$ cat config.mk
export PLATFORM = sky130hd
export DESIGN_NAME = zda_emitter_flat
export DESIGN_NICKNAME = d
export VERILOG_FILES = /design/src/rtl/zda_emitter_if.sv /design/src/rtl/zda_emitter.sv /design/src/flat_wrapper.sv
export SDC_FILE = /design/constraint.sdc
export NUM_CORES = 1
export LEC_CHECK = 0
export CAP_MARGIN = 15
export CORE_MARGIN = 2
export CORE_UTILIZATION = 25
export DETAILED_ROUTE_END_ITERATION = 10
export PLACE_DENSITY_LB_ADDON = 0.08
export SLEW_MARGIN = 20
export SYNTH_ARGS = -nofsm -noshare
export SYNTH_HDL_FRONTEND = slang
export SYNTH_SLANG_ARGS = --single-unit
$ cat constraint.sdc
create_clock -name clock -period 7.53 [get_ports clock]
set_input_delay 1.506 -clock clock [delete_from_list [all_inputs] [get_ports clock]]
set_output_delay 1.506 -clock clock [all_outputs]
set_load 0.02 [all_outputs]
$ cat src/rtl/zda_emitter_if.sv
// Byte-stream handshake and time/date field bundle between the time registers and zda_emitter.
interface zda_if;
    logic        start;
    logic        hold;
    logic [31:0] hhmmss;
    logic [7:0]  day;
    logic [7:0]  month;
    logic [15:0] year;
    logic [7:0]  zone_h;
    logic [7:0]  zone_m;
    logic        load;
    logic [7:0]  data;
    logic        busy;
    logic        done;

    modport master (
        output start, hold, hhmmss, day, month, year, zone_h, zone_m,
        input  load, data, busy, done
    );

    modport slave (
        input  start, hold, hhmmss, day, month, year, zone_h, zone_m,
        output load, data, busy, done
    );
endinterface

$ cat src/rtl/zda_emitter.sv
// Serializes one NMEA $xxZDA sentence, one byte per clock, with running XOR checksum and hold.
module zda_emitter #(
    parameter logic [15:0] TALKER = "GP"
) (
    input  logic clock,
    input  logic restart,
    zda_if.slave bus
);
    localparam int unsigned IDX_W = 6;
    localparam logic [IDX_W-1:0] LAST_IDX = IDX_W'(37);
    localparam logic [IDX_W-1:0] CS_FIRST = IDX_W'(1);
    localparam logic [IDX_W-1:0] CS_LAST  = IDX_W'(32);

    typedef enum logic {IDLE, SEND} state_e;

    state_e           state_q, state_d;
    logic [IDX_W-1:0] idx_q, idx_d, eidx_c;
    logic [7:0]       csum_q, csum_d;
    logic [7:0]       data_q, data_d;
    logic             load_q, load_d;
    logic             busy_q, busy_d;
    logic             done_q, done_d;
    logic [7:0]       byte_c;
    logic             latch_c;
    logic             emit_c;

    logic [31:0] time_q;
    logic [7:0]  day_q, month_q, zh_q, zm_q;
    logic [15:0] year_q;

    function automatic logic [7:0] dig(input logic [3:0] n);
        return 8'h30 + {4'h0, n};
    endfunction

    function automatic logic [7:0] hex(input logic [3:0] n);
        return (n < 4'd10) ? (8'h30 + {4'h0, n}) : (8'h37 + {4'h0, n});
    endfunction

    // The accept edge emits index 0 even though idx_q is stale in IDLE.
    assign eidx_c = (state_q == IDLE) ? '0 : idx_q;

    always_comb begin
        byte_c = 8'h00;
        case (eidx_c)
            6'd0:  byte_c = 8'h24;
            6'd1:  byte_c = TALKER[15:8];
            6'd2:  byte_c = TALKER[7:0];
            6'd3:  byte_c = 8'h5A;
            6'd4:  byte_c = 8'h44;
            6'd5:  byte_c = 8'h41;
            6'd6:  byte_c = 8'h2C;
            6'd7:  byte_c = dig(time_q[31:28]);
            6'd8:  byte_c = dig(time_q[27:24]);
            6'd9:  byte_c = dig(time_q[23:20]);
            6'd10: byte_c = dig(time_q[19:16]);
            6'd11: byte_c = dig(time_q[15:12]);
            6'd12: byte_c = dig(time_q[11:8]);
            6'd13: byte_c = 8'h2E;
            6'd14: byte_c = dig(time_q[7:4]);
            6'd15: byte_c = dig(time_q[3:0]);
            6'd16: byte_c = 8'h2C;
            6'd17: byte_c = dig(day_q[7:4]);
            6'd18: byte_c = dig(day_q[3:0]);
            6'd19: byte_c = 8'h2C;
            6'd20: byte_c = dig(month_q[7:4]);
            6'd21: byte_c = dig(month_q[3:0]);
            6'd22: byte_c = 8'h2C;
            6'd23: byte_c = dig(year_q[15:12]);
            6'd24: byte_c = dig(year_q[11:8]);
            6'd25: byte_c = dig(year_q[7:4]);
            6'd26: byte_c = dig(year_q[3:0]);
            6'd27: byte_c = 8'h2C;
            6'd28: byte_c = dig(zh_q[7:4]);
            6'd29: byte_c = dig(zh_q[3:0]);
            6'd30: byte_c = 8'h2C;
            6'd31: byte_c = dig(zm_q[7:4]);
            6'd32: byte_c = dig(zm_q[3:0]);
            6'd33: byte_c = 8'h2A;
            6'd34: byte_c = hex(csum_q[7:4]);
            6'd35: byte_c = hex(csum_q[3:0]);
            6'd36: byte_c = 8'h0D;
            6'd37: byte_c = 8'h0A;
            default: byte_c = 8'h00;
        endcase
    end

    always_comb begin
        state_d = state_q;
        idx_d   = idx_q;
        csum_d  = csum_q;
        data_d  = data_q;
        load_d  = 1'b0;
        done_d  = 1'b0;
        latch_c = 1'b0;
        emit_c  = 1'b0;

        case (state_q)
            IDLE: begin
                if (bus.start) begin
                    latch_c = 1'b1;
                    state_d = SEND;
                    idx_d   = '0;
                    csum_d  = '0;
                    emit_c  = 1'b1;
                end
            end
            SEND: emit_c = 1'b1;
        endcase

        // Hold freezes data and index; only load drops.
        if (emit_c && !bus.hold) begin
            load_d = 1'b1;
            data_d = byte_c;
            idx_d  = eidx_c + IDX_W'(1);
            if (eidx_c >= CS_FIRST && eidx_c <= CS_LAST) begin
                csum_d = csum_q ^ byte_c;
            end
            if (eidx_c == LAST_IDX) begin
                done_d  = 1'b1;
                state_d = IDLE;
                idx_d   = '0;
            end
        end

        busy_d = (state_d == SEND);
    end

    always_ff @(posedge clock) begin
        if (restart) begin
            state_q <= IDLE;
            idx_q   <= '0;
            csum_q  <= '0;
            data_q  <= '0;
            load_q  <= 1'b0;
            busy_q  <= 1'b0;
            done_q  <= 1'b0;
        end else begin
            state_q <= state_d;
            idx_q   <= idx_d;
            csum_q  <= csum_d;
            data_q  <= data_d;
            load_q  <= load_d;
            busy_q  <= busy_d;
            done_q  <= done_d;
        end
    end

    // Field snapshot; only read while a sentence is in flight.
    always_ff @(posedge clock) begin
        if (latch_c) begin
            time_q  <= bus.hhmmss;
            day_q   <= bus.day;
            month_q <= bus.month;
            year_q  <= bus.year;
            zh_q    <= bus.zone_h;
            zm_q    <= bus.zone_m;
        end
    end

    assign bus.load = load_q;
    assign bus.data = data_q;
    assign bus.busy = busy_q;
    assign bus.done = done_q;
endmodule

$ cat src/flat_wrapper.sv
// flat-port wrapper written by rule: the top's interface ports become plain ports
module zda_emitter_flat 
#(
    parameter logic [15:0] TALKER = "  "
)
  (clock, restart, bus_start, bus_hold, bus_hhmmss, bus_day, bus_month, bus_year, bus_zone_h, bus_zone_m, bus_load, bus_data, bus_busy, bus_done);
  zda_if bus_i ();
  input  logic clock;
  input  logic restart;
  input wire logic [$bits(bus_i.start)-1:0] bus_start;
  input wire logic [$bits(bus_i.hold)-1:0] bus_hold;
  input wire logic [$bits(bus_i.hhmmss)-1:0] bus_hhmmss;
  input wire logic [$bits(bus_i.day)-1:0] bus_day;
  input wire logic [$bits(bus_i.month)-1:0] bus_month;
  input wire logic [$bits(bus_i.year)-1:0] bus_year;
  input wire logic [$bits(bus_i.zone_h)-1:0] bus_zone_h;
  input wire logic [$bits(bus_i.zone_m)-1:0] bus_zone_m;
  output wire logic [$bits(bus_i.load)-1:0] bus_load;
  output wire logic [$bits(bus_i.data)-1:0] bus_data;
  output wire logic [$bits(bus_i.busy)-1:0] bus_busy;
  output wire logic [$bits(bus_i.done)-1:0] bus_done;
  assign bus_i.start = bus_start;
  assign bus_i.hold = bus_hold;
  assign bus_i.hhmmss = bus_hhmmss;
  assign bus_i.day = bus_day;
  assign bus_i.month = bus_month;
  assign bus_i.year = bus_year;
  assign bus_i.zone_h = bus_zone_h;
  assign bus_i.zone_m = bus_zone_m;
  assign bus_load = bus_i.load;
  assign bus_data = bus_i.data;
  assign bus_busy = bus_i.busy;
  assign bus_done = bus_i.done;
  zda_emitter #(.TALKER(TALKER)) u_core (.clock(clock), .restart(restart), .bus(bus_i));
endmodule
**Word-level counts from Yosys, hierarchy flattened**

Cells that the tools add are included.

- $add $sub $neg: 25
- Multipliers: 0
- Div/mod/pow operators: 0
- $lt $le $gt $ge: 4
- Equality and inequality tests: 38
- Shifts and indexed selects: 0
- Mux-type cells: 20
- Bitwise logic cells: 3
- Reduce and logical (&&, ||, !) cells: 9

Operators with widths:

| cell | number |
|---|---|
| $pmux W8 S32 | 1 |
| $add A6 B4 Y7 const A | 24 |
| $eq A6 B5 Y1 const B | 16 |
| $eq A6 B4 Y1 const B | 8 |
| $mux W8 | 6 |
| $eq A6 B6 Y1 const B | 6 |
| $mux W6 | 5 |
| $eq A6 B3 Y1 const B | 4 |
| $eq A6 B2 Y1 const B | 2 |
| $lt A4 B4 Y1 const B | 2 |
| $xor A8 B8 Y8 | 1 |
| $mux W1 | 7 |
| $add A6 B1 Y6 const B | 1 |
| $eq A6 B1 Y1 const B | 1 |
| $ge A6 B1 Y1 const B | 1 |
| $le A6 B6 Y1 const B | 1 |
| $logic_not A6 Y1 | 1 |
| $reduce_or A6 Y1 | 1 |
| $reduce_or A2 Y1 | 2 |
| $logic_and A1 B1 Y1 | 2 |
| $ne A2 B2 Y1 const B | 1 |
| $not A1 Y1 | 2 |
| $pmux W1 S2 | 1 |
| $reduce_and A2 Y1 | 1 |
| other kinds (2) | 2 |

- Flip-flop bits (word level): 105
- Latch bits: 0
- RAM bits: 0
- ROM bits: 0
- Input port bits: 84
- Logic and storage cells: 111
- Memories kept: 0

**Longest topological paths before layout**

Gate-level depths: netlist (run 1).

- Word-level depth: 7
- Depth in mapped cells: 10
- Depth with buffers taken out: 8

**Worst setup path before layout (run 1)**

No wires, ideal clock.

- Kind: in2reg
- Start: input bus_start
- End: register u_core.csum_q[0]
- Data arrival time: 4742 ps
- Required time: 7408 ps
- Slack: 2665 ps
- Stages: 5
- Cells stage by stage: nor2b_1 > clkbuf_1 > a311oi_2 > and2_1 > a311o_1

- Cells in the longest elaborated chain, start to end: 4

RTL lines:

| item | line | RTL |
|---|---|---|
| start, declared | flat_wrapper.sv:10 | `input wire logic [$bits(bus_i.start)-1:0] bus_start;` |
| $mux W1 or $mux W8 (tied branches) | zda_emitter.sv:99 | `if (bus.start) begin` |
| $pmux W1 S2 or $mux W8 (tied branches) | zda_emitter.sv:97 | `case (state_q)` |
| $logic_and A1 B1 Y1 or $mux W8 (tied branches) | zda_emitter.sv:111, zda_emitter.sv:115 |  |
| $mux W8 (*) | zda_emitter.sv:111 | `if (emit_c && !bus.hold) begin` |
| end signal, assigned | zda_emitter.sv:140 | `csum_q <= csum_d;` |
| end, declared | zda_emitter.sv:18 | `logic [7:0] csum_q, csum_d;` |

Every way passes the cells marked *; elsewhere a longest branch is shown, timed or not.
A chain may end at the register's enable or synchronous reset.

**Worst setup path in the final report (run 1)**

- Start: input bus_start
- End: register u_core.day_q[7], enable pin

- Cells in the longest elaborated chain, start to end: 2

RTL lines:

| item | line | RTL |
|---|---|---|
| $mux W1 | zda_emitter.sv:99 |  |
| $mux W1 | zda_emitter.sv:97 |  |
| end signal, assigned | zda_emitter.sv:152 | `day_q <= bus.day;` |
| end, declared | zda_emitter.sv:28 | `logic [7:0] day_q, month_q, zh_q, zm_q;` |

No other way between the ends.

==> impl_results.md, run 1 <==
- Syn Inst Count: 460
- Post-CTS sizing: 0
- Most frequent cells in the layout: clkdlybuf4s50_1, edfxtp_1, nor2_1
- Syn_nets: 546
- Flop and latch count out of synthesis: 104
- LEAKAGE: 0.00211 µW
- Largest family of logic cells by synthesized area: simple AND/OR/NAND/NOR gates
- Total number of H-tree levels: 3
- Post-synthesis compound-gate area fraction: 0.148
- I/O pin cnt: 95
- CTS tree: built
- Fraction of registers with async set/reset: 0
- Worst R2R Path Depth: 7
- GRT Residual Overflow: 0
- Setup TNS: 0 ns
- Die ar.: 0.0217 mm²
- Max-cap check violation count: 0
- CP startpoint kind: primary input
- Adder-Cell Fraction of Synth Area: 0.00487
- Crit end category: flip-flop
- Pins Over Slew Limit: 0
- Yosys warns: 0
- Netlist Area Pre-Place: 0.00514 mm²
- Layout area overhead: 28.0%
- Worst R2R Setup Slack: 4.19 ns
- Final setup violation count: 0
- Clk_lat worst skew: between 0.3 and 0.4 ns
- Clk sink count: 104
- RSZ-0062 raised after global routing: no
- CP peak stage delay: 0.80 ns
- Slowest-stage cell, CP: nor2b_4
- Relative max-transition margin: 0.276
- Multiplexer area fraction after synthesis: 0.0209
- # diodes: 0
- Tightest Pin Transition: around 1.1 ns
- ANT nets after route: 0
- Clock Skew: between 0.009 and 0.01 ns
- Initial DRT Pass Iterations: 5
- Drt total wl: between 15 and 20 mm
- Worst Path Max Fanout: 54
- Die Y: 147 µm
- Num CTS Buffers: 9
- Vias in the first global route: between 4000 and 5000
- Post-synth top flop: edfxtp_1
- Yosys top cell by area: edfxtp_1
- Ranking of synthesized cells by area: edfxtp_1, dfxtp_1, nor2_1
- Cts hold-fix bufs: 0
- Multi-input logic area: around 0.002 mm²
- CP Data Required Time: 7.52 ns
- Crit Reg-Reg Endpoint: u_core.csum_q[2]
- Buf/Inv on CP: 2
- Crit-path cells: clkdlybuf4s50_1 > nor2b_4 > buf_4
- 1st-iter DRT viols: 467
- Cell family with most CP delay: buffers and inverters
- XOR/XNOR Fraction of Synth Area: 0.00511
- Outcome: finished, final reports clean
- Sequential fraction of the synthesis area: 0.561
- Reg clk slew, reported paths: roughly 0.070 ns
- Synth top area share: 0.467
- Hold WS: ~0.49 ns
- Core Region: 0.0202 mm²
- Seq. cell area: 0.00288 mm²
- Die width: 147 µm
- DR vias/cell: 5.13
- Final hold vios: 0
- DR WL/cell: 20.3 µm
- Buffers added on ports: just over 90
- Data arrival, critical path: 3.57 ns
- Pwr/cell area: between 150 and 200 mW/mm²
- Pin count of the biggest net entering global routing: 55
- Period utilisation layout: 0.475
- EDFF count, synth: 80
- Starting density of the core: 0.254
- Worst hold stages: 2
- Simple-Gate Fraction of Synth Area: 0.208
- DRC Markers: 0
- Layout cell share with drive strength beyond 1: 0.0741
- Total track usage: 0.155
- FMAX: 0.279 GHz
- Synth unique cells: 69
- Detailed placement HPWL: 11.7 mm
- HP Class: reg2reg
- FF-to-FF Start: u_core.idx_q[1]
- Hold endpoint: u_core.bus.data[1]
- Max Root-Sink Buffers: 2
- First-pass GRT wire length: 25.2 mm
- Postcts setup bufs: 0
- Setup CP Type: in2reg
- Initial antenna violation count: 0
- Mapped Avg Cell Area: 11.2 µm²
- # fillers: just over 2000
- Tmin final: 3.58 ns
- Most common cell after layout, fill and taps aside: clkdlybuf4s50_1
- Rows: 52
- RD Place Congestion: 0.901
- Via count: 4152
- Clk root buf: clkbuf_16
- Fin nets: roughly 620
- HP Start: u_core.bus.data[1]
- IR drop worst, VDD: 0.000128 V
[state kept, by name, indices dropped and copies added, names as in the netlist]
register         count
u_core.bus.load      1
u_core.state_q       1
u_core.bus.data      7
u_core.csum_q        8
u_core.idx_q         6
u_core.year_q       16
u_core.day_q         8
u_core.zh_q          8
u_core.time_q       32
u_core.bus.done      1
u_core.month_q       8
u_core.zm_q          8
[metrics by stage]
stage,utilization,instances,cell area [µm²],setup slack (ns),total power (µW)
2_1_floorplan,-,460,5140,2.67,723
3_3_place_gp,0.310,794,6280,3.53,794
3_5_place_dp,0.310,794,6280,3.49,795
4_1_cts,0.325,810,6570,3.86,1270
5_1_grt,0.325,810,6580,3.74,1300
6_report,0.325,810,6580,3.95,1250
[cells in the mapped netlist (3+ instances only)]
master,n
edfxtp_1,80
nor2_1,32
dfxtp_1,24
nand2_1,20
clkbuf_1,19
nand4_1,17
nor3_1,17
nand3_1,15
a21oi_1,13
o21ai_0,13
nor2b_1,12
inv_1,11
and3_1,9
nand2b_1,9
buf_2,8
nor4_1,8
o211ai_1,8
and2_1,7
mux2i_1,7
a211oi_1,6
a22oi_1,6
a31oi_1,6
buf_6,6
nor3b_1,6
o22ai_1,6
a32o_1,5
or3_1,5
a32oi_1,4
buf_4,4
o2111ai_1,4
o31a_1,4
or4_1,4
a2111oi_0,3
a211o_1,3
a21o_1,3
a311o_1,3
clkbuf_2,3
nand3b_1,3
nand4b_1,3
nor4bb_1,3
or2_2,3
[worst min-delay path, cell delays in order, from the launching register on]
cell and delay (ns):
dfxtp_1 0.31, nor2_1 0.09, nor3_1 0.04
[final cells by class]
type                            instances  share of cell area
Sequential cell                       104               0.438
Multi-Input combinational cell        305               0.305
Timing Repair Buffer                  104               0.154
Tap cell                              270              0.0514
Clock buffer                            9              0.0342
Clock inverter                          7              0.0108
Inverter                               11             0.00628
[report_power, final]
part           leakage, µW  switching [µW]  total (µW)  internal (µW)
clock network     0.000139             216         473            258
logic              0.00101            60.4         120           59.2
registers         0.000958            9.84         661            651
[worst max-delay path by stage]
stage	from	to	slack (ns)	depth (start not counted)
2_1_floorplan	bus_start	u_core.csum_q[0]	2.67	5
5_1_grt	restart	u_core.csum_q[4]	3.74	5
3_5_place_dp	bus_start	u_core.zm_q[7]	3.49	3
3_3_place_gp	bus_start	u_core.month_q[0]	3.53	3
4_1_cts	bus_start	u_core.day_q[7]	3.86	3
6_report	bus_start	u_core.day_q[7]	3.95	3
[cells by family after synthesis]
logic type      after synthesis
compound gates              103
xor+xnor                      3
fa+ha+maj                     2
buf+inv                      51
flops                       104
mux                          10
other cells                   1
simple gates                186
[metal layers]
metal / GRT usage / vias up / wire, µm
met5: 0 / - / 0
met4: 0.0668 / 0 / 431
met3: 0.0287 / 30 / 1050
met2: 0.234 / 191 / 7390
met1: 0.218 / 1987 / 7570
li1: - / 1944 / -
Note: power is estimated with default switching activity, not from simulation.
==> inputs of run 2 (changes only) <==
clock period = 3.6 ns   (was 7.53 ns; I/O delays follow)
==> run 2 against run 1 <==
Net effect: clock-buffer cell count did not move; first-iteration DRC count is 9.2% lower; cell area rose by 2.3%; sequential power rose by 110%; total power is 110% higher; hold slack better by 0.0083 ns; wire length is 3.3% higher; critical path depth rose by 4; clock power up 120%; register-to-register slack lost 3.9 ns; final cell count rose by 2.1%; clock skew decreased by 0.0042 ns; critical path type is now reg2reg; largest power group unchanged.
==> impl_results.md, run 2 (synthesized netlist as in run 1, its figures left out) <==
- Outcome: finished, final reports clean
- Final setup violation count: 0 (unchanged)
- Setup TNS: 0 ns (unchanged)
- Fin nets: 639 (+2.9%)
- First-pass GRT wire length: 25.8 mm (+2.4%)
- 1st-iter DRT viols: 424 (-9.2%)
- FMAX: 0.303 GHz
- Data arrival, critical path: 3.55 ns (-0.02 ns)
- Detailed placement HPWL: 12.7 mm (+8.5%)
- Reg with most FFs: u_core.time_q
- Via count: 4219 (+1.6%)
- LEAKAGE: 0.00222 µW (+5.0%)
- Clock Skew: 0.00575 ns (-0.00418 ns)
- Die Y: 147 µm (unchanged)
- DR WL/cell: 20.5 µm (+1.1%)
- Initial DRT Pass Iterations: 5 (unchanged)
- Crit-path cells: buf_4 > nor2b_1 > o2111ai_1 > o211ai_1 > or4_1 > nor3_1 > a311o_1
- Clk sink count: 104 (unchanged)
- Most common cell after layout, fill and taps aside: clkdlybuf4s50_1
- Cts hold-fix bufs: 0 (unchanged)
- Pin count of the biggest net entering global routing: 61 (+11%)
- Rows: 52 (unchanged)
- Die width: 147 µm (unchanged)
- Vias in the first global route: 4287 (+3.9%)
- Postcts setup bufs: 0 (unchanged)
- Buffers added on ports: 93 (unchanged)
- RSZ-0062 raised after global routing: no
- Initial antenna violation count: 0 (unchanged)
- CP Data Required Time: 3.84 ns (-3.68 ns)
- Drt total wl: 17.0 mm (+3.3%)
- Die ar.: 0.0217 mm² (unchanged)
- HP Class: reg2reg
- CP startpoint kind: flip-flop
- Period utilisation layout: 0.918
- Relative max-transition margin: 0.224 (-0.0522)
- CTS tree: built
- Reg clk slew, reported paths: 0.07 ns (about the same)
- Post-CTS sizing: 0 (unchanged)
- Starting density of the core: 0.254 (unchanged)
- Pins Over Slew Limit: 0 (unchanged)
- GRT Residual Overflow: 0 (unchanged)
- Max-cap check violation count: 0 (unchanged)
- RD Place Congestion: 0.893 (-0.93%)
- Most frequent cells in the layout: clkdlybuf4s50_1, edfxtp_1, nor2_1
- # fillers: 2055 (+1.4%)
- Core Region: 0.0202 mm² (unchanged)
- DRC Markers: 0 (unchanged)
- # diodes: 0 (unchanged)
- Total number of H-tree levels: 3 (unchanged)
- Total track usage: 0.159 (+0.00382)
- Num CTS Buffers: 9 (unchanged)
- Clk root buf: clkbuf_16
- Max Root-Sink Buffers: 2 (unchanged)
- Largest regs: u_core.time_q: 32 flops, u_core.year_q: 16 flops
- Final hold vios: 0 (unchanged)
- Pwr/cell area: 400 mW/mm² (+110%)
- Buf/Inv on CP: 1 (-1)
- CP peak stage delay: 0.98 ns (+0.18 ns)
- Worst Path Max Fanout: 27 (-50%)
- Tmin final: 3.30 ns
- Layout cell share with drive strength beyond 1: 0.101 (+0.0265)
- Largest register FFs: 32 (unchanged)
- Clk_lat worst skew: 0.35 ns (about the same)
- Layout Utilization: 0.333 (+0.00754)
- ANT nets after route: 0 (unchanged)
- Slowest-stage cell, CP: dfxtp_1
- DR vias/cell: 5.10 (-0.48%)
- Cell family with most CP delay: simple AND/OR/NAND/NOR gates
- Tightest Pin Transition: 1.15 ns (+0.0649 ns)
- Setup CP Type: reg2reg
- IR drop worst, VDD: 0.000202 V (+59%)
- I/O pin cnt: 95 (unchanged)
- Layout area overhead: 31.0%
- Crit end category: flip-flop
==> run 2: where the power goes <==
group	internal, µW	total, µW	switching [µW]
Clock	604	1050	443
Sequential	1360	1400	35.2
Combinational	133	251	119
==> run 2: final timing paths <==
| check | start | end | slack (ns) | cells after the start |
|---|---|---|---|---|
| worst max register to register | u_core.idx_q[1] | u_core.csum_q[2] | 0.30 | 7 |
| worst min-delay path | u_core.bus.data[4] | u_core.bus.data[4] | 0.50 | 2 |
| worst max-delay path | u_core.idx_q[1] | u_core.csum_q[2] | 0.30 | 7 |
| worst min register to register | u_core.bus.data[4] | u_core.bus.data[4] | 0.50 | 2 |
==> run 2: cell type report <==
class | count | area [µm²] | area share
Sequential cell | 104 | 2880 | 0.428
Multi-Input combinational cell | 305 | 2000 | 0.297
Timing Repair Buffer | 122 | 1160 | 0.172
Tap cell | 270 | 338 | 0.0502
Clock buffer | 9 | 225 | 0.0335
Clock inverter | 6 | 83.8 | 0.0125
Inverter | 11 | 41.3 | 0.00613
==> run 2: layer usage <==
layer,GRT usage,share of wire,vias to the layer above
li1,-,-,1980
met1,0.208,0.44,2023
met2,0.252,0.46,186
met3,0.0454,0.075,30
met4,0.0558,0.023,0
met5,0,0,-
==> run 2: through the flow <==
step           hold slack, ns  setup slack (ns)  power [µW]  std cells  cell area (µm²)
5_1_grt                 0.540             0.155        2810        827             6730
3_3_place_gp            0.492             0.516        1680        812             6420
3_5_place_dp            0.493             0.392        1680        812             6420
4_1_cts                 0.503             0.389        2730        827             6730
2_1_floorplan           0.485             0.854        1510        460             5140
6_report                0.499             0.295        2690        827             6730
==> run 2: tightest hold or removal path, stage by stage (launching register included) <==
cell and delay [ns]:
dfxtp_1 0.31, nor2_1 0.10, a211oi_1 0.05
